`src/rtl/alu_ctrl_decode_pkg.sv`:
```
`default_nettype none
// ============================================================================
// Module      : alu_ctrl_decode_pkg
// Description : Shared ALU operation codes, RV32I opcode constants, operand
//               select encodings and immediate-format helper for the
//               ALU control decoder and the ALU it drives.
// Revision    : 1.0 - initial release
// ============================================================================
package alu_ctrl_decode_pkg;

  // ALU operation codes, shared with the ALU control input
  localparam logic [4:0] ALU_ADD                  = 5'd0;
  localparam logic [4:0] ALU_SUB                  = 5'd1;
  localparam logic [4:0] ALU_AND                  = 5'd2;
  localparam logic [4:0] ALU_OR                   = 5'd3;
  localparam logic [4:0] ALU_XOR                  = 5'd4;
  localparam logic [4:0] ALU_LOGIC_LEFT_MOVE      = 5'd5;
  localparam logic [4:0] ALU_LOGIC_RIGHT_MOVE     = 5'd6;
  localparam logic [4:0] ALU_ARI_RIGHT_MOVE       = 5'd7;
  localparam logic [4:0] ALU_COMPARE_E_ZERO       = 5'd8;
  localparam logic [4:0] ALU_COMPARE_UNE_ZERO     = 5'd9;
  localparam logic [4:0] ALU_COMPARE_SMA_ZERO     = 5'd10;
  localparam logic [4:0] ALU_COMPARE_BIGE_ZERO    = 5'd11;
  localparam logic [4:0] ALU_COMPARE_UNS_SMA_ZERO = 5'd12;
  localparam logic [4:0] ALU_COMPARE_UNS_BIGE_ZERO = 5'd13;

  // RV32I major opcodes
  localparam logic [6:0] c_OPC_OP     = 7'b0110011;
  localparam logic [6:0] c_OPC_OP_IMM = 7'b0010011;
  localparam logic [6:0] c_OPC_BRANCH = 7'b1100011;
  localparam logic [6:0] c_OPC_LOAD   = 7'b0000011;
  localparam logic [6:0] c_OPC_STORE  = 7'b0100011;
  localparam logic [6:0] c_OPC_LUI    = 7'b0110111;
  localparam logic [6:0] c_OPC_AUIPC  = 7'b0010111;
  localparam logic [6:0] c_OPC_JAL    = 7'b1101111;
  localparam logic [6:0] c_OPC_JALR   = 7'b1100111;

  // funct7 values that distinguish the alternate ALU forms
  localparam logic [6:0] c_F7_BASE = 7'b0000000;
  localparam logic [6:0] c_F7_ALT  = 7'b0100000;

  // Operand A / B select encodings
  localparam logic [1:0] c_SRC_A_RS1  = 2'b00;
  localparam logic [1:0] c_SRC_A_PC   = 2'b01;
  localparam logic [1:0] c_SRC_A_ZERO = 2'b10;
  localparam logic [1:0] c_SRC_B_RS2  = 2'b00;
  localparam logic [1:0] c_SRC_B_IMM  = 2'b01;
  localparam logic [1:0] c_SRC_B_FOUR = 2'b10;

  // Immediate layouts; SHAMT is the zero-extended shift amount of OP-IMM shifts
  typedef enum logic [2:0] {
    IMM_NONE  = 3'd0,
    IMM_I     = 3'd1,
    IMM_S     = 3'd2,
    IMM_B     = 3'd3,
    IMM_U     = 3'd4,
    IMM_J     = 3'd5,
    IMM_SHAMT = 3'd6
  } imm_fmt_e;

  // Assemble the 32-bit sign-extended immediate for a given format
  function automatic logic [31:0] build_imm(input logic [31:0] ins, input imm_fmt_e fmt);
    logic [31:0] v;
    case (fmt)
      IMM_I:     v = {{20{ins[31]}}, ins[31:20]};
      IMM_S:     v = {{20{ins[31]}}, ins[31:25], ins[11:7]};
      IMM_B:     v = {{19{ins[31]}}, ins[31], ins[7], ins[30:25], ins[11:8], 1'b0};
      IMM_U:     v = {ins[31:12], 12'b0};
      IMM_J:     v = {{11{ins[31]}}, ins[31], ins[19:12], ins[20], ins[30:21], 1'b0};
      IMM_SHAMT: v = {27'b0, ins[24:20]};
      default:   v = 32'b0;
    endcase
    return v;
  endfunction

endpackage
`default_nettype wire

```
`src/rtl/alu_ctrl_decode_comb.sv`:
```
`default_nettype none
// ============================================================================
// Module      : alu_ctrl_decode_comb
// Description : Pure combinational RV32I instruction to ALU-control bundle
//               decode. Illegal encodings collapse to ALU_ADD with every
//               other control cleared and illegal set.
// Revision    : 1.0 - initial release
// ============================================================================
module alu_ctrl_decode_comb
  import alu_ctrl_decode_pkg::*;
#(
  parameter int XLEN   = 32,
  parameter int CTRL_W = 5
) (
  input  logic [31:0]       instr,
  output logic [CTRL_W-1:0] alu_ctrl,
  output logic [1:0]        src_a_sel,
  output logic [1:0]        src_b_sel,
  output logic [XLEN-1:0]   imm,
  output logic              is_branch,
  output logic              wb_zero,
  output logic              illegal
);

  logic [6:0] w_opcode;
  logic [2:0] w_funct3;
  logic [6:0] w_funct7;
  logic       w_is_imm;
  logic       w_f7_base;
  logic       w_f7_alt;

  assign w_opcode  = instr[6:0];
  assign w_funct3  = instr[14:12];
  assign w_funct7  = instr[31:25];
  assign w_is_imm  = (w_opcode == c_OPC_OP_IMM);
  assign w_f7_base = (w_funct7 == c_F7_BASE);
  assign w_f7_alt  = (w_funct7 == c_F7_ALT);

  logic [4:0] w_ctrl;
  logic [1:0] w_a_sel;
  logic [1:0] w_b_sel;
  imm_fmt_e   w_fmt;
  logic       w_branch;
  logic       w_wb_zero;
  logic       w_ill;

  // Raw decode of opcode/funct3/funct7; legality is folded in afterwards
  always_comb begin
    w_ctrl    = ALU_ADD;
    w_a_sel   = c_SRC_A_RS1;
    w_b_sel   = c_SRC_B_RS2;
    w_fmt     = IMM_NONE;
    w_branch  = 1'b0;
    w_wb_zero = 1'b0;
    w_ill     = 1'b0;
    case (w_opcode)
      c_OPC_OP, c_OPC_OP_IMM: begin
        if (w_is_imm) begin
          w_b_sel = c_SRC_B_IMM;
          w_fmt   = IMM_I;
        end
        case (w_funct3)
          3'b000: begin
            // SUB only exists in register form; ADDI ignores funct7 (it is immediate)
            if (!w_is_imm && w_f7_alt) w_ctrl = ALU_SUB;
            else if (!w_is_imm && !w_f7_base) w_ill = 1'b1;
          end
          3'b001: begin
            w_ctrl = ALU_LOGIC_LEFT_MOVE;
            if (w_is_imm) w_fmt = IMM_SHAMT;
            if (!w_f7_base) w_ill = 1'b1;
          end
          3'b010: begin
            w_ctrl    = ALU_COMPARE_SMA_ZERO;
            w_wb_zero = 1'b1;
            if (!w_is_imm && !w_f7_base) w_ill = 1'b1;
          end
          3'b011: begin
            w_ctrl    = ALU_COMPARE_UNS_SMA_ZERO;
            w_wb_zero = 1'b1;
            if (!w_is_imm && !w_f7_base) w_ill = 1'b1;
          end
          3'b100: begin
            w_ctrl = ALU_XOR;
            if (!w_is_imm && !w_f7_base) w_ill = 1'b1;
          end
          3'b110: begin
            w_ctrl = ALU_OR;
            if (!w_is_imm && !w_f7_base) w_ill = 1'b1;
          end
          3'b111: begin
            w_ctrl = ALU_AND;
            if (!w_is_imm && !w_f7_base) w_ill = 1'b1;
          end
          default: begin
            // 3'b101: logical vs arithmetic right shift chosen by funct7
            if (w_is_imm) w_fmt = IMM_SHAMT;
            if (w_f7_base) w_ctrl = ALU_LOGIC_RIGHT_MOVE;
            else if (w_f7_alt) w_ctrl = ALU_ARI_RIGHT_MOVE;
            else w_ill = 1'b1;
          end
        endcase
      end
      c_OPC_BRANCH: begin
        w_branch = 1'b1;
        w_fmt    = IMM_B;
        case (w_funct3)
          3'b000:  w_ctrl = ALU_COMPARE_E_ZERO;
          3'b001:  w_ctrl = ALU_COMPARE_UNE_ZERO;
          3'b100:  w_ctrl = ALU_COMPARE_SMA_ZERO;
          3'b101:  w_ctrl = ALU_COMPARE_BIGE_ZERO;
          3'b110:  w_ctrl = ALU_COMPARE_UNS_SMA_ZERO;
          3'b111:  w_ctrl = ALU_COMPARE_UNS_BIGE_ZERO;
          default: w_ill  = 1'b1;
        endcase
      end
      c_OPC_LOAD: begin
        w_b_sel = c_SRC_B_IMM;
        w_fmt   = IMM_I;
      end
      c_OPC_STORE: begin
        w_b_sel = c_SRC_B_IMM;
        w_fmt   = IMM_S;
      end
      c_OPC_LUI: begin
        w_a_sel = c_SRC_A_ZERO;
        w_b_sel = c_SRC_B_IMM;
        w_fmt   = IMM_U;
      end
      c_OPC_AUIPC: begin
        w_a_sel = c_SRC_A_PC;
        w_b_sel = c_SRC_B_IMM;
        w_fmt   = IMM_U;
      end
      c_OPC_JAL: begin
        // ALU computes the link address pc+4; the jump offset rides on imm
        w_a_sel = c_SRC_A_PC;
        w_b_sel = c_SRC_B_FOUR;
        w_fmt   = IMM_J;
      end
      c_OPC_JALR: begin
        w_a_sel = c_SRC_A_PC;
        w_b_sel = c_SRC_B_FOUR;
        w_fmt   = IMM_I;
      end
      default: w_ill = 1'b1;
    endcase
  end

  // An illegal encoding presents a harmless ADD with every other control low
  assign alu_ctrl  = w_ill ? CTRL_W'(ALU_ADD) : CTRL_W'(w_ctrl);
  assign src_a_sel = w_ill ? 2'b00 : w_a_sel;
  assign src_b_sel = w_ill ? 2'b00 : w_b_sel;
  assign imm       = w_ill ? '0 : XLEN'($signed(build_imm(instr, w_fmt)));
  assign is_branch = w_branch & ~w_ill;
  assign wb_zero   = w_wb_zero & ~w_ill;
  assign illegal   = w_ill;

endmodule
`default_nettype wire

```
`src/rtl/alu_ctrl_decode.sv`:
```
`default_nettype none
// ============================================================================
// Module      : alu_ctrl_decode
// Description : Registered RV32I ALU-control decoder with valid/ready
//               handshake, a 2-entry (output + skid) buffer and flush.
// Revision    : 1.0 - initial release
// ============================================================================
module alu_ctrl_decode
  import alu_ctrl_decode_pkg::*;
#(
  parameter int XLEN   = 32,
  parameter int CTRL_W = 5
) (
  input  logic              clk,
  input  logic              rst_n,
  input  logic              flush,
  input  logic              in_valid,
  output logic              in_ready,
  input  logic [31:0]       instr,
  output logic              out_valid,
  input  logic              out_ready,
  output logic [CTRL_W-1:0] alu_ctrl,
  output logic [1:0]        src_a_sel,
  output logic [1:0]        src_b_sel,
  output logic [XLEN-1:0]   imm,
  output logic              is_branch,
  output logic              wb_zero,
  output logic              illegal
);

  // Decoded bundle of the incoming instruction
  logic [CTRL_W-1:0] w_dec_ctrl;
  logic [1:0]        w_dec_a_sel;
  logic [1:0]        w_dec_b_sel;
  logic [XLEN-1:0]   w_dec_imm;
  logic              w_dec_branch;
  logic              w_dec_wb_zero;
  logic              w_dec_illegal;

  alu_ctrl_decode_comb #(
    .XLEN   (XLEN),
    .CTRL_W (CTRL_W)
  ) u_decode (
    .instr     (instr),
    .alu_ctrl  (w_dec_ctrl),
    .src_a_sel (w_dec_a_sel),
    .src_b_sel (w_dec_b_sel),
    .imm       (w_dec_imm),
    .is_branch (w_dec_branch),
    .wb_zero   (w_dec_wb_zero),
    .illegal   (w_dec_illegal)
  );

  // Output register
  logic              r_out_valid;
  logic [CTRL_W-1:0] r_out_ctrl;
  logic [1:0]        r_out_a_sel;
  logic [1:0]        r_out_b_sel;
  logic [XLEN-1:0]   r_out_imm;
  logic              r_out_branch;
  logic              r_out_wb_zero;
  logic              r_out_illegal;

  // Skid entry
  logic              r_skid_valid;
  logic [CTRL_W-1:0] r_skid_ctrl;
  logic [1:0]        r_skid_a_sel;
  logic [1:0]        r_skid_b_sel;
  logic [XLEN-1:0]   r_skid_imm;
  logic              r_skid_branch;
  logic              r_skid_wb_zero;
  logic              r_skid_illegal;

  logic w_accept;
  logic w_load_out;

  // in_ready comes straight from a flop, so it never depends on out_ready
  assign in_ready   = ~r_skid_valid;
  assign w_accept   = in_valid & ~r_skid_valid;
  // Output register can take a new bundle when empty or being consumed now
  assign w_load_out = ~r_out_valid | out_ready;

  // Output stage: skid entry has priority over a new instruction to keep order
  always_ff @(posedge clk) begin
    if (!rst_n) begin
      r_out_valid   <= 1'b0;
      r_out_ctrl    <= '0;
      r_out_a_sel   <= '0;
      r_out_b_sel   <= '0;
      r_out_imm     <= '0;
      r_out_branch  <= 1'b0;
      r_out_wb_zero <= 1'b0;
      r_out_illegal <= 1'b0;
    end else if (flush) begin
      r_out_valid <= 1'b0;
    end else if (w_load_out) begin
      if (r_skid_valid) begin
        r_out_valid   <= 1'b1;
        r_out_ctrl    <= r_skid_ctrl;
        r_out_a_sel   <= r_skid_a_sel;
        r_out_b_sel   <= r_skid_b_sel;
        r_out_imm     <= r_skid_imm;
        r_out_branch  <= r_skid_branch;
        r_out_wb_zero <= r_skid_wb_zero;
        r_out_illegal <= r_skid_illegal;
      end else if (w_accept) begin
        r_out_valid   <= 1'b1;
        r_out_ctrl    <= w_dec_ctrl;
        r_out_a_sel   <= w_dec_a_sel;
        r_out_b_sel   <= w_dec_b_sel;
        r_out_imm     <= w_dec_imm;
        r_out_branch  <= w_dec_branch;
        r_out_wb_zero <= w_dec_wb_zero;
        r_out_illegal <= w_dec_illegal;
      end else begin
        r_out_valid <= 1'b0;
      end
    end
  end

  // Skid stage: captures an accepted instruction while the output is stalled
  always_ff @(posedge clk) begin
    if (!rst_n) begin
      r_skid_valid   <= 1'b0;
      r_skid_ctrl    <= '0;
      r_skid_a_sel   <= '0;
      r_skid_b_sel   <= '0;
      r_skid_imm     <= '0;
      r_skid_branch  <= 1'b0;
      r_skid_wb_zero <= 1'b0;
      r_skid_illegal <= 1'b0;
    end else if (flush) begin
      r_skid_valid <= 1'b0;
    end else if (w_load_out) begin
      // Whatever was held here moves to the output this cycle
      r_skid_valid <= 1'b0;
    end else if (w_accept) begin
      r_skid_valid   <= 1'b1;
      r_skid_ctrl    <= w_dec_ctrl;
      r_skid_a_sel   <= w_dec_a_sel;
      r_skid_b_sel   <= w_dec_b_sel;
      r_skid_imm     <= w_dec_imm;
      r_skid_branch  <= w_dec_branch;
      r_skid_wb_zero <= w_dec_wb_zero;
      r_skid_illegal <= w_dec_illegal;
    end
  end

  assign out_valid = r_out_valid;
  assign alu_ctrl  = r_out_ctrl;
  assign src_a_sel = r_out_a_sel;
  assign src_b_sel = r_out_b_sel;
  assign imm       = r_out_imm;
  assign is_branch = r_out_branch;
  assign wb_zero   = r_out_wb_zero;
  assign illegal   = r_out_illegal;

endmodule
`default_nettype wire

```
`config.mk`:
```
export PLATFORM = sky130hd
export DESIGN_NAME = alu_ctrl_decode
export DESIGN_NICKNAME = d
export VERILOG_FILES = /design/src/rtl/alu_ctrl_decode_pkg.sv /design/src/rtl/alu_ctrl_decode_comb.sv /design/src/rtl/alu_ctrl_decode.sv
export SDC_FILE = /design/constraint.sdc
export NUM_CORES = 1
export LEC_CHECK = 0
export CORE_ASPECT_RATIO = 1.2
export CORE_UTILIZATION = 52
export DETAILED_ROUTE_END_ITERATION = 10
export PLACE_DENSITY = 0.81
export SLEW_MARGIN = 10
export SYNTH_ARGS = -nofsm -noshare
export SYNTH_HDL_FRONTEND = slang
export SYNTH_SLANG_ARGS = --single-unit
export TNS_END_PERCENT = 50
```
`constraint.sdc`:
```
create_clock -name clk -period 3.3 [get_ports clk]
set_clock_uncertainty 0.1 [all_clocks]
set_input_delay 0.66 -clock clk [delete_from_list [all_inputs] [get_ports clk]]
set_output_delay 0.66 -clock clk [all_outputs]
set_load 0.05 [all_outputs]
```
==> results.toml <==
[cts]
post_cts_buffers = 0
numCtsBuffers = 9
clock_sinks = 88
ctsResizeCount = 0
h-tree-depth = 3
cts_root_buf = "clkbuf_8"
cts_tree = "built"
cts_hold_buf = 0
insertion_delay_ps = 370
clk_path_buf_depth = 2
clk_pin_slew_ps = 90

[global_route]
antenna_found_initial = 0
grt_use_total_pct = 30.3
met1_usage_pct = 36.5
grt_pass1_vias = 4143
busiest_layer = "met2"
grt_max_degree = 43
use_met2_pct = 52.1
grt_use_met3_pct = 5.92
grt_pass1_wl_um = 20200
gr-total-overflow = 0

[sta]
fin_crit_sh_pct = 88.0
tightest_slew_ps = 607
fin_ws_ps = 397
finalHoldViolCount = 0
slew_viol_final = 0
slew_headroom_pct = 59.5
period_minus_slack_ps = 2900
final-setup-viol-count = 0
fmax_ghz = 0.345
tns_ps = 0
rsz0062_at_grt = "false"

[synthesis]
syn-num-nets = 549
synth.most_common_cell = "dfxtp_1"
ys_async_sr_fraction_pct = 0
synth_top_flop_cell = "dfxtp_1"
synth.avg_cell_area_um2 = 8.10
yosysWarnings = 0
syn_area_mm2 = 0.00415
syn_inst = 512
synth.largest_area_cell = "dfxtp_1"
yosys.cell_types.count = 53
synth_edf_count = 0
netlist_top_cells_count = "dfxtp_1 (88), nand2_1 (60), o21ai_0 (50), nor2_1 (48), a21oi_1 (47)"
synth_area_leaders = "dfxtp_1 (42%), o21ai_0 (6.0%), a21oi_1 (5.7%), nand2_1 (5.4%), a221oi_1 (5.1%)"
synth_top_area_share_pct = 42.5
synth.yosys.seq_area_share_pct = 42.5
synth-seq-cells = 88

[critical_path]
slowest_stage = "or4_4"
slowest_delay_ps = 510
worstPathRequired_ps = 3470
timing.rr.end = "imm[26]$_SDFFE_PN0P_"
cp-start-kind = "input port"
worstPathArrival_ps = 3080
cp_max_fo = 25
r2r_start = "r_skid_valid$_SDFFE_PP0P_"
reg2regPathDepth = 7
path_class = "in2reg"
r2r_slack_ps = 1030
end_kind = "flip-flop"
crit_path_cell_trace = "clkdlybuf4s50_1, nand3b_1, or4_4, a32o_2, buf_4, nor4_4, buf_12, a21oi_1, a311oi_1"

[finish]
multi_input_area_mm2 = 0.00218
n_antenna_cell = 0
final_net_count = 636
fill_cells = 621
utilization_pct = 70.1
drive_gt1_share_pct = 11.4
area_delta_synth_final_pct = 30.3
layout.area.seq_mm2 = 0.00176

[drt]
detail_route.first_pass.iterations = 5
postRouteWirelength_um = 12500
vias = 4341
drt_iter0_markers = 278
routedWlPerCell_um = 17.9
ant_nets = 0
post-route-drc-count = 0
via_per_inst = 6.24

[floorplan]
rows = 35
num_io_pins = 83
die_w_um = 83.5
die_area_mm2 = 0.00834
dieHeight_um = 99.8
core_mm2 = 0.00771
start_util_pct = 53.8

[flow_run]
drv_cap = 0

[placed_design]
pre_cts_ws_ps = 44.9
place.gp.congestion = 0.917
place.detailed.hpwl_um = 8700
portBuffers = 81

[power_and_ir_drop]
ir_drop_v = 0.000316
leakagePower_nw = 1.90
power.density_mw_per_mm2 = 400
power_w = 0.00216

[min_path]
hold_depth = 2
hp-class = "reg2reg"
worstHoldStart = "src_a_sel[0]$_SDFFE_PN0P_"
holdPathEnd = "src_a_sel[0]$_SDFFE_PN0P_"

[status]
status = "finished, final reports clean"
[cell usage in the layout (no fill, tap or decap), drive strengths merged, types with 14 or more instances in the layout]
cell / instances
dfxtp: 88
nand3: 14
nand2: 60
nor2: 48
buf: 42
o21ai: 51
a221oi: 24
clkdlybuf4s50: 81
a22oi: 14
a21oi: 47
[power by group]
part           internal, W  leakage [nW]  total (W)  switching (W)
sequential         0.00109         0.714    0.00110      0.0000140
clock             0.000296        0.0891   0.000692       0.000396
combinational     0.000139          1.10   0.000369       0.000230
[sequential cells by signal (all words and copies together), names as in the netlist]
name            count
illegal             1
out_valid           1
r_skid_a_sel        2
r_skid_ctrl         4
r_skid_wb_zero      1
r_skid_illegal      1
r_skid_branch       1
imm                32
r_skid_imm         32
alu_ctrl            4
wb_zero             1
is_branch           1
r_skid_valid        1
r_skid_b_sel        2
src_b_sel           2
src_a_sel           2
[cell type report]
cell class / instances / share of cell area [%]
multi-input cells: 372 / 40.3
flip-flops and latches: 88 / 32.6
repair buffers: 123 / 21.3
clock buffers: 10 / 2.55
well taps: 92 / 2.13
clock inverters: 6 / 0.787
inverters: 5 / 0.347
[metrics by stage]
| step | hold slack (ps) | instance area [um^2] | std cells |
|---|---|---|---|
| 6_report | 354 | 5400 | 696 |
| 5_1_grt | 377 | 5400 | 696 |
| 4_1_cts | 361 | 5400 | 696 |
| 3_5_place_dp | 350 | 5220 | 680 |
| 3_3_place_gp | 339 | 5220 | 680 |
| 2_1_floorplan | 331 | 4150 | 512 |
[metal layers]
layer	wire length [um]	up-vias
li1	-	2064
met1	4880	2027
met2	6110	211
met3	1030	39
met4	429	0
met5	0	-
[critical path: cells and delay by family]
kind / cells / cell delay (ps)
AO/OA/AOI/OAI: 3 / 600
buffers and inverters: 3 / 840
AND/OR/NAND/NOR: 3 / 980
[kinds of logic after synthesis]
family	Yosys count	synth area share [%]
compound gates	184	29.7
flops	88	42.5
simple gates	186	22.2
buf+inv	52	5.31
xor+xnor	1	0.211
other cells	1	0.0904
[worst max-delay path by stage]
stage	startpoint	end	cells after the start	slack, ps
after global placement	instr[3]	wb_zero$_SDFFE_PN0P_	8	80
final	instr[3]	r_skid_imm[21]$_SDFFE_PN0P_	9	400
after global routing	instr[2]	r_skid_imm[27]$_SDFFE_PN0P_	9	280
after CTS	instr[3]	wb_zero$_SDFFE_PN0P_	8	420
after detailed placement	instr[3]	wb_zero$_SDFFE_PN0P_	8	40
after floorplan	instr[2]	alu_ctrl[3]$_SDFFE_PN0P_	8	480
(Power assumes the default switching activity.)
